$ cat src/rtl/tx_block.sv
// rtl/tx_block.sv - 8N1 serial transmitter with single-byte holding buffer
module tx_block #(
  parameter int BIT_PERIOD = 10
) (
  input  logic       clk,
  input  logic       rst,
  input  logic [7:0] tx_data,
  input  logic       load_data,
  input  logic       clear_error,
  output logic       serial_out,
  output logic       tx_ready,
  output logic       tx_busy,
  output logic       tx_done,
  output logic       load_error
);

  typedef enum logic [1:0] {IDLE, START, DATA, STOP} state_t;

  localparam logic [7:0] LAST_CNT = 8'(BIT_PERIOD - 1);

  state_t     state, state_n;
  logic [7:0] buf_data;
  logic       buf_full;
  logic [7:0] shift_reg, shift_n;
  logic [7:0] cnt, cnt_n;
  logic [2:0] bit_idx, bit_idx_n;
  logic       serial_n;
  logic       done_n;
  logic       take_buf;
  logic       bit_end;

  assign bit_end  = (cnt == LAST_CNT);
  assign tx_ready = ~buf_full;
  assign tx_busy  = (state != IDLE);

  // State register plus the registered datapath that follows it
  always_ff @(posedge clk or posedge rst) begin
    if (rst) begin
      state      <= IDLE;
      shift_reg  <= 8'h00;
      cnt        <= 8'h00;
      bit_idx    <= 3'd0;
      serial_out <= 1'b1;
      tx_done    <= 1'b0;
    end else begin
      state      <= state_n;
      shift_reg  <= shift_n;
      cnt        <= cnt_n;
      bit_idx    <= bit_idx_n;
      serial_out <= serial_n;
      tx_done    <= done_n;
    end
  end

  // Next-state and next-output logic; a bit boundary is reached when cnt hits BIT_PERIOD-1
  always_comb begin
    state_n   = state;
    shift_n   = shift_reg;
    cnt_n     = cnt + 8'd1;
    bit_idx_n = bit_idx;
    serial_n  = serial_out;
    done_n    = 1'b0;
    take_buf  = 1'b0;
    case (state)
      IDLE: begin
        cnt_n    = 8'h00;
        serial_n = 1'b1;
        if (buf_full) begin
          state_n  = START;
          take_buf = 1'b1;
          shift_n  = buf_data;
          serial_n = 1'b0;
        end
      end
      START: begin
        if (bit_end) begin
          cnt_n     = 8'h00;
          state_n   = DATA;
          bit_idx_n = 3'd0;
          serial_n  = shift_reg[0];
          shift_n   = {1'b0, shift_reg[7:1]};
        end
      end
      DATA: begin
        if (bit_end) begin
          cnt_n = 8'h00;
          if (bit_idx == 3'd7) begin
            state_n  = STOP;
            serial_n = 1'b1;
          end else begin
            bit_idx_n = bit_idx + 3'd1;
            serial_n  = shift_reg[0];
            shift_n   = {1'b0, shift_reg[7:1]};
          end
        end
      end
      STOP: begin
        if (bit_end) begin
          cnt_n  = 8'h00;
          done_n = 1'b1;
          // A waiting byte starts immediately so frames run back-to-back
          if (buf_full) begin
            state_n  = START;
            take_buf = 1'b1;
            shift_n  = buf_data;
            serial_n = 1'b0;
          end else begin
            state_n  = IDLE;
            serial_n = 1'b1;
          end
        end
      end
      default: begin
        state_n  = IDLE;
        cnt_n    = 8'h00;
        serial_n = 1'b1;
      end
    endcase
  end

  // Holding buffer: accept only when empty; emptied when the FSM takes the byte
  always_ff @(posedge clk or posedge rst) begin
    if (rst) begin
      buf_data <= 8'h00;
      buf_full <= 1'b0;
    end else if (load_data && !buf_full) begin
      buf_data <= tx_data;
      buf_full <= 1'b1;
    end else if (take_buf) begin
      buf_full <= 1'b0;
    end
  end

  // Sticky overrun flag; a new overrun wins over a simultaneous clear
  always_ff @(posedge clk or posedge rst) begin
    if (rst) begin
      load_error <= 1'b0;
    end else if (load_data && buf_full) begin
      load_error <= 1'b1;
    end else if (clear_error) begin
      load_error <= 1'b0;
    end
  end

endmodule

$ cat config.mk
export PLATFORM = sky130hd
export DESIGN_NAME = tx_block
export DESIGN_NICKNAME = d
export VERILOG_FILES = /design/src/rtl/tx_block.sv
export SDC_FILE = /design/constraint.sdc
export NUM_CORES = 1
export LEC_CHECK = 0
export CAP_MARGIN = 20
export CORE_UTILIZATION = 50
export DETAILED_ROUTE_END_ITERATION = 10
export PLACE_DENSITY = 0.73
export SYNTH_ARGS = -nofsm -noshare
export SYNTH_HDL_FRONTEND = slang
export SYNTH_SLANG_ARGS = --single-unit
$ cat constraint.sdc
create_clock -name clk -period 1.85 [get_ports clk]
set_input_delay 0.37 -clock clk [delete_from_list [all_inputs] [get_ports clk]]
set_output_delay 0.37 -clock clk [all_outputs]
set_load 0.01 [all_outputs]
==> results.sh, run 1 <==
export IMPL_outcome="finished clean"
export IMPL_required_ps=2080
export IMPL_path_buf_inv=2
export IMPL_leakagePower_nw=1.02
export IMPL_total_power_mw=1.23
export IMPL_syn_area_per_cell_um2=12.2
export IMPL_totalWireLength_um=3190
export IMPL_io_pins=17
export IMPL_setup_tns_ps=0
export IMPL_slew_headroom=0.727
export IMPL_dp_hpwl_um=2160
export IMPL_io_buffers=16
export IMPL_fp_dieW_um=59.2
export IMPL_synth_cell_types=30
export IMPL_dpl_cell_count=199
export IMPL_synth_edf_count=0
export IMPL_synthesis_nets=155
export IMPL_initial_core_util=0.532
export IMPL_critPathTopFamily="flip-flops"
export IMPL_post_route_util=0.680
export IMPL_max_stage_delay_ps=400
export IMPL_grt_overflow=0
export IMPL_worstSetupEndpointType="flop"
export IMPL_critical_path_class="flop to flop"
export IMPL_diodes=0
export IMPL_cp_common_cell="buf_4"
export IMPL_cts_buffers=5
export IMPL_drv_cap=0
export IMPL_crit_chain="buf_4 > ha_2 > buf_4 > nor2b_1 > a21oi_2 > o21a_1 > mux2_2"
export IMPL_fmax_mhz=547
export IMPL_clock_root_buffer="clkbuf_4"
export IMPL_cts_tree="yes"
export IMPL_antenna_found_initial=0
export IMPL_worst_path_max_delay_cell="dfrtp_1"
export IMPL_drive_gt1_frac=0.343
export IMPL_fin_crit_sh=0.988
export IMPL_fin_skew_ps=5.52
export IMPL_via_per_inst=5.39
export IMPL_dr_pass1_iters=4
export IMPL_final_cell_count_no_fill=216
export IMPL_drc=0
export IMPL_yosysWarnings=0
export IMPL_drt_iter0_drc=62
export IMPL_critPathMaxFanout=8
export IMPL_rsz0062_at_grt="yes"
export IMPL_whs_ps=401
export IMPL_p_per_area_nw_per_um2=586
export IMPL_fin_crit_ps=1830
export IMPL_nets=192
export IMPL_synthFlopType="dfrtp_1"
export IMPL_place_congestion=0.872
export IMPL_antenna_left=0
export IMPL_netlist_area_um2=1640
export IMPL_num_vias=1164
export IMPL_num_rows=20
export IMPL_yosysSeqAreaShare=0.505
export IMPL_clk_latency_ps=340
export IMPL_syn_inst=134
export IMPL_cp_start_kind="flop"
export IMPL_die_area_um2=3510
export IMPL_cts_path_max_buffers=2
export IMPL_htree_levels=2
export IMPL_hold_path_class="input pin to async pin"
export IMPL_grt_pass1_vias=1238
export IMPL_core_um2=3080
export IMPL_grt_use_total=0.216
export IMPL_worstPathArrival_ps=2060
export IMPL_finalHoldViolations=0
export IMPL_path_clk_slew_ps=100
export IMPL_fp_dieH_um=59.2
export IMPL_fillCellCount=239
export IMPL_grt_pass1_wl_um=5410
export IMPL_cts_sinks=33
export IMPL_syn_to_final_growth_pct=27.9
export IMPL_wl_per_cell_um=14.8
export IMPL_tightest_slew_ps=409
export IMPL_async_reset_ff_frac=1.00
export IMPL_setup_violations=0
export IMPL_max_vdd_ir_drop_mv=0.453
export IMPL_grt_max_degree=34
export IMPL_report_final_slew_viol_count=0
export IMPL_holdBufCountCts=0
export IMPL_ys_ff_latch=33
path summary, 6_finish.rpt:
check / start / endpoint / slack (ps) / cells after the start
min: rst / buf_data[4]$_DFFE_PP0P_ / 400 / 3
max reg2reg: state[1]$_DFFE_PP0P_ / state[1]$_DFFE_PP0P_ / 20 / 7
max in group asynchronous: rst / serial_out$_DFFE_PP1P_ / 1120 / 3
min reg2reg: serial_out$_DFFE_PP1P_ / serial_out$_DFFE_PP1P_ / 470 / 2
max: state[1]$_DFFE_PP0P_ / state[1]$_DFFE_PP0P_ / 20 / 7
min in group clk: serial_out$_DFFE_PP1P_ / serial_out$_DFFE_PP1P_ / 470 / 2
repair_timing:
| item | in CTS | in global routing |
|---|---|---|
| endpoints found under the setup margin | 11 | 16 |
| pin swaps | 2 | 2 |
| setup buffers | 6 | 3 |
| gates resized for setup | 7 | 8 |
| endpoints found under the hold margin | 0 | 0 |
logic make-up after synthesis:
kind of cell / share of synthesized area
DFF: 0.505
adders and majority gates: 0.0688
and+or+nand+nor: 0.125
muxes: 0.171
xor gates and xnor gates: 0.0321
AOI/OAI and AO/OA: 0.0696
buffers and inverters: 0.0283
cells in the final DEF (no fill, tap or decap), types with 2 or more instances in the layout:
| cell | instances |
|---|---|
| clkinv_2 | 2 |
| nor3_1 | 9 |
| dfrtp_1 | 31 |
| clkbuf_4 | 5 |
| o21ai_0 | 4 |
| xnor2_1 | 3 |
| and3_1 | 5 |
| a211o_1 | 3 |
| nand3_1 | 4 |
| nor2_1 | 2 |
| nand2_1 | 5 |
| nor2b_1 | 3 |
| buf_4 | 17 |
| xor2_1 | 3 |
| ha_1 | 7 |
| mux2_2 | 20 |
| mux2_4 | 4 |
| inv_1 | 7 |
| clkdlybuf4s50_1 | 14 |
worst min-delay path, stage by stage:
cell,delay [ps]
clkdlybuf4s50_1,390
inv_1,50
buf_4,360
per-stage QoR:
step	area (µm²)	setup WS, ps
after CTS	2020	0.0189
after global routing	2090	-30.2
after global placement	1900	22.4
final	2090	21.8
after floorplan	1640	20.5
after detailed placement	1900	-57.2
area by class of cell:
type,count,area (µm²),area share
clock buffer,6,41.3,0.0197
sequential,33,828,0.396
inverter,8,30.0,0.0143
tap,44,55.1,0.0263
multi-input combinational,89,820,0.392
timing repair buffer,34,309,0.148
clock inverter,2,10.0,0.00478
synth_stat cells (2+ instances only):
library cell / number / area [µm²]
o21ai_0: 4 / 20.0
mux2_2: 24 / 270
xnor2_1: 3 / 26.3
nand2_1: 5 / 18.8
ha_1: 9 / 113
nor2_1: 2 / 7.51
a21oi_1: 2 / 10.0
nor3_1: 10 / 50.1
dfrtp_1: 32 / 801
a211o_1: 3 / 26.3
nand3_1: 4 / 20.0
clkbuf_1: 3 / 11.3
xor2_1: 3 / 26.3
nor2b_1: 3 / 18.8
and3_1: 5 / 31.3
inv_1: 8 / 30.0
routing by layer:
| metal | vias up | GRT usage | wire (µm) |
|---|---|---|---|
| met2 | 29 | 0.348 | 1560 |
| met4 | 0 | 0.146 | 90 |
| met5 | - | 0 | 0 |
| met1 | 573 | 0.256 | 1430 |
| met3 | 10 | 0.0480 | 108 |
| li1 | 552 | - | - |
where the power goes:
group	leakage, nW	switching, mW	internal (mW)
Clock	0.0320	0.243	0.144
Combinational	0.574	0.0274	0.0498
Sequential	0.409	0.0130	0.748
Total	1.02	0.284	0.943
Note: power is estimated with default switching activity, not from simulation.
==> run 2: changes to the inputs <==
- CORE_MARGIN: unset -> 4
- SKIP_CTS_REPAIR_TIMING: unset -> 1
==> run 2 against run 1 <==
Compared with the run above: the flow now finishes with violations (setup timing); non-clock buffer count shrank 2; power grew 6.0%; flip-flop and latch count is the same; critical path depth is the same.
==> results.sh, run 2 (synthesis gave the netlist of run 1 again) <==
export IMPL_core_um2=3100
export IMPL_required_ps=2090
export IMPL_final_cell_count_no_fill=214
export IMPL_fin_crit_ps=1850
export IMPL_num_vias=1132
export IMPL_worstPathArrival_ps=2090
export IMPL_die_area_um2=4250
export IMPL_drive_gt1_frac=0.335
export IMPL_dpl_cell_count=201
export IMPL_via_per_inst=5.29
export IMPL_cts_path_max_buffers=2
export IMPL_critical_path_class="flop to flop"
export IMPL_grt_overflow=0
export IMPL_slew_headroom=0.728
export IMPL_worst_path_max_delay_cell="dfrtp_1"
export IMPL_worst_path_stages=7
export IMPL_path_buf_inv=2
export IMPL_fin_crit_sh=1.00
export IMPL_fp_dieH_um=65.2
export IMPL_clock_root_buffer="clkbuf_4"
export IMPL_cts_sinks=33
export IMPL_syn_to_final_growth_pct=26.1
export IMPL_place_congestion=0.888
export IMPL_grt_pass1_wl_um=5020
export IMPL_fin_skew_ps=10.5
export IMPL_worstSetupEndpointType="flop"
export IMPL_grt_use_total=0.156
export IMPL_drt_iter0_drc=58
export IMPL_path_clk_slew_ps=100
export IMPL_critPathTopFamily="flip-flops"
export IMPL_grt_pass1_vias=1132
export IMPL_crit_chain="buf_4 > ha_1 > buf_4 > nor2b_1 > a21oi_2 > o21a_1 > mux2_2"
export IMPL_drc=0
export IMPL_finalWorstSetupSlack_ps=-1.09
export IMPL_rsz0062_at_grt="yes"
export IMPL_wl_per_cell_um=14.0
export IMPL_max_stage_delay_ps=420
export IMPL_io_buffers=16
export IMPL_totalWireLength_um=3000
export IMPL_tightest_slew_ps=409
export IMPL_dr_pass1_iters=4
export IMPL_initial_core_util=0.527
export IMPL_max_vdd_ir_drop_mv=0.453
export IMPL_clk_latency_ps=350
export IMPL_nets=190
export IMPL_io_pins=17
export IMPL_cp_start_kind="flop"
export IMPL_finalHoldViolations=0
export IMPL_antenna_left=0
export IMPL_ff2ff_path_depth=7
export IMPL_critPathMaxFanout=8
export IMPL_cts_buffers=5
export IMPL_num_rows=20
export IMPL_whs_ps=402
export IMPL_outcome="finished with violations"
export IMPL_p_per_area_nw_per_um2=630
export IMPL_final_cell_mix="dfrtp_1, mux2_2, buf_4, clkdlybuf4s50_1, nor3_1"
export IMPL_fmax_mhz=540
export IMPL_dp_hpwl_um=2170
export IMPL_leakagePower_nw=0.991
export IMPL_hold_path_class="input pin to async pin"
export IMPL_setup_violations=1
export IMPL_antenna_found_initial=0
export IMPL_cp_common_cell="buf_4"
export IMPL_fp_dieW_um=65.2
export IMPL_cts_tree="yes"
export IMPL_violations="setup timing"
export IMPL_report_final_slew_viol_count=0
export IMPL_diodes=0
export IMPL_final_common_cell="dfrtp_1"
export IMPL_grt_max_degree=34
export IMPL_htree_levels=2
export IMPL_drv_cap=0
-- run 2: worst reg2reg max path, delay by kind of cell (launching register included) --
kind                       cells  cell delay (ps)
adders and majority gates      1              200
AOI/OAI and AO/OA              2              330
and+or+nand+nor                1              160
DFF                            1              420
muxes                          1              330
buffers and inverters          2              310
-- run 2: path summary, 6_finish.rpt --
path | from | end | slack, ps
min in group clk | serial_out$_DFFE_PP1P_ | serial_out$_DFFE_PP1P_ | 480
max reg2reg | state[1]$_DFFE_PP0P_ | state[1]$_DFFE_PP0P_ | -1
min | rst | shift_reg[3]$_DFFE_PP0P_ | 400
max in group asynchronous | rst | serial_out$_DFFE_PP1P_ | 1110
min reg2reg | serial_out$_DFFE_PP1P_ | serial_out$_DFFE_PP1P_ | 480
max | state[1]$_DFFE_PP0P_ | state[1]$_DFFE_PP0P_ | -1
-- run 2: layout make-up --
class	count	area, µm²
clock buffer	7	65.1
inverter	8	30.0
clock inverter	1	5.00
sequential	33	828
multi-input combinational	89	796
fill	271	1040
tap	44	55.1
timing repair buffer	32	285
-- run 2: where the power goes --
group | leakage, nW | internal [mW] | switching, mW | total [mW]
registers | 0.409 | 0.748 | 0.0136 | 0.762
clock network | 0.0413 | 0.220 | 0.242 | 0.462
logic | 0.541 | 0.0485 | 0.0272 | 0.0757
-- run 2: metal layers --
metal / routed length [µm] / up-vias / track usage
li1: - / 550 / -
met1: 1360 / 552 / 0.187
met2: 1460 / 24 / 0.253
met3: 123 / 6 / 0.0598
met4: 53 / 0 / 0.0622
met5: 0 / - / 0
-- run 2: through the flow --
step                      setup TNS (ps)  setup slack, ps  cell area (µm²)  power [mW]   util
after CTS                           -556             -286             1990        1.31  0.641
after detailed placement            -153            -30.9             1920       0.855  0.618
after floorplan                        0             20.5             1640       0.812      -
after global placement                 0             20.1             1920       0.850  0.618
final                              -1.09            -1.09             2060        1.30  0.665
after global routing               -86.0            -86.0             2060        1.36  0.665
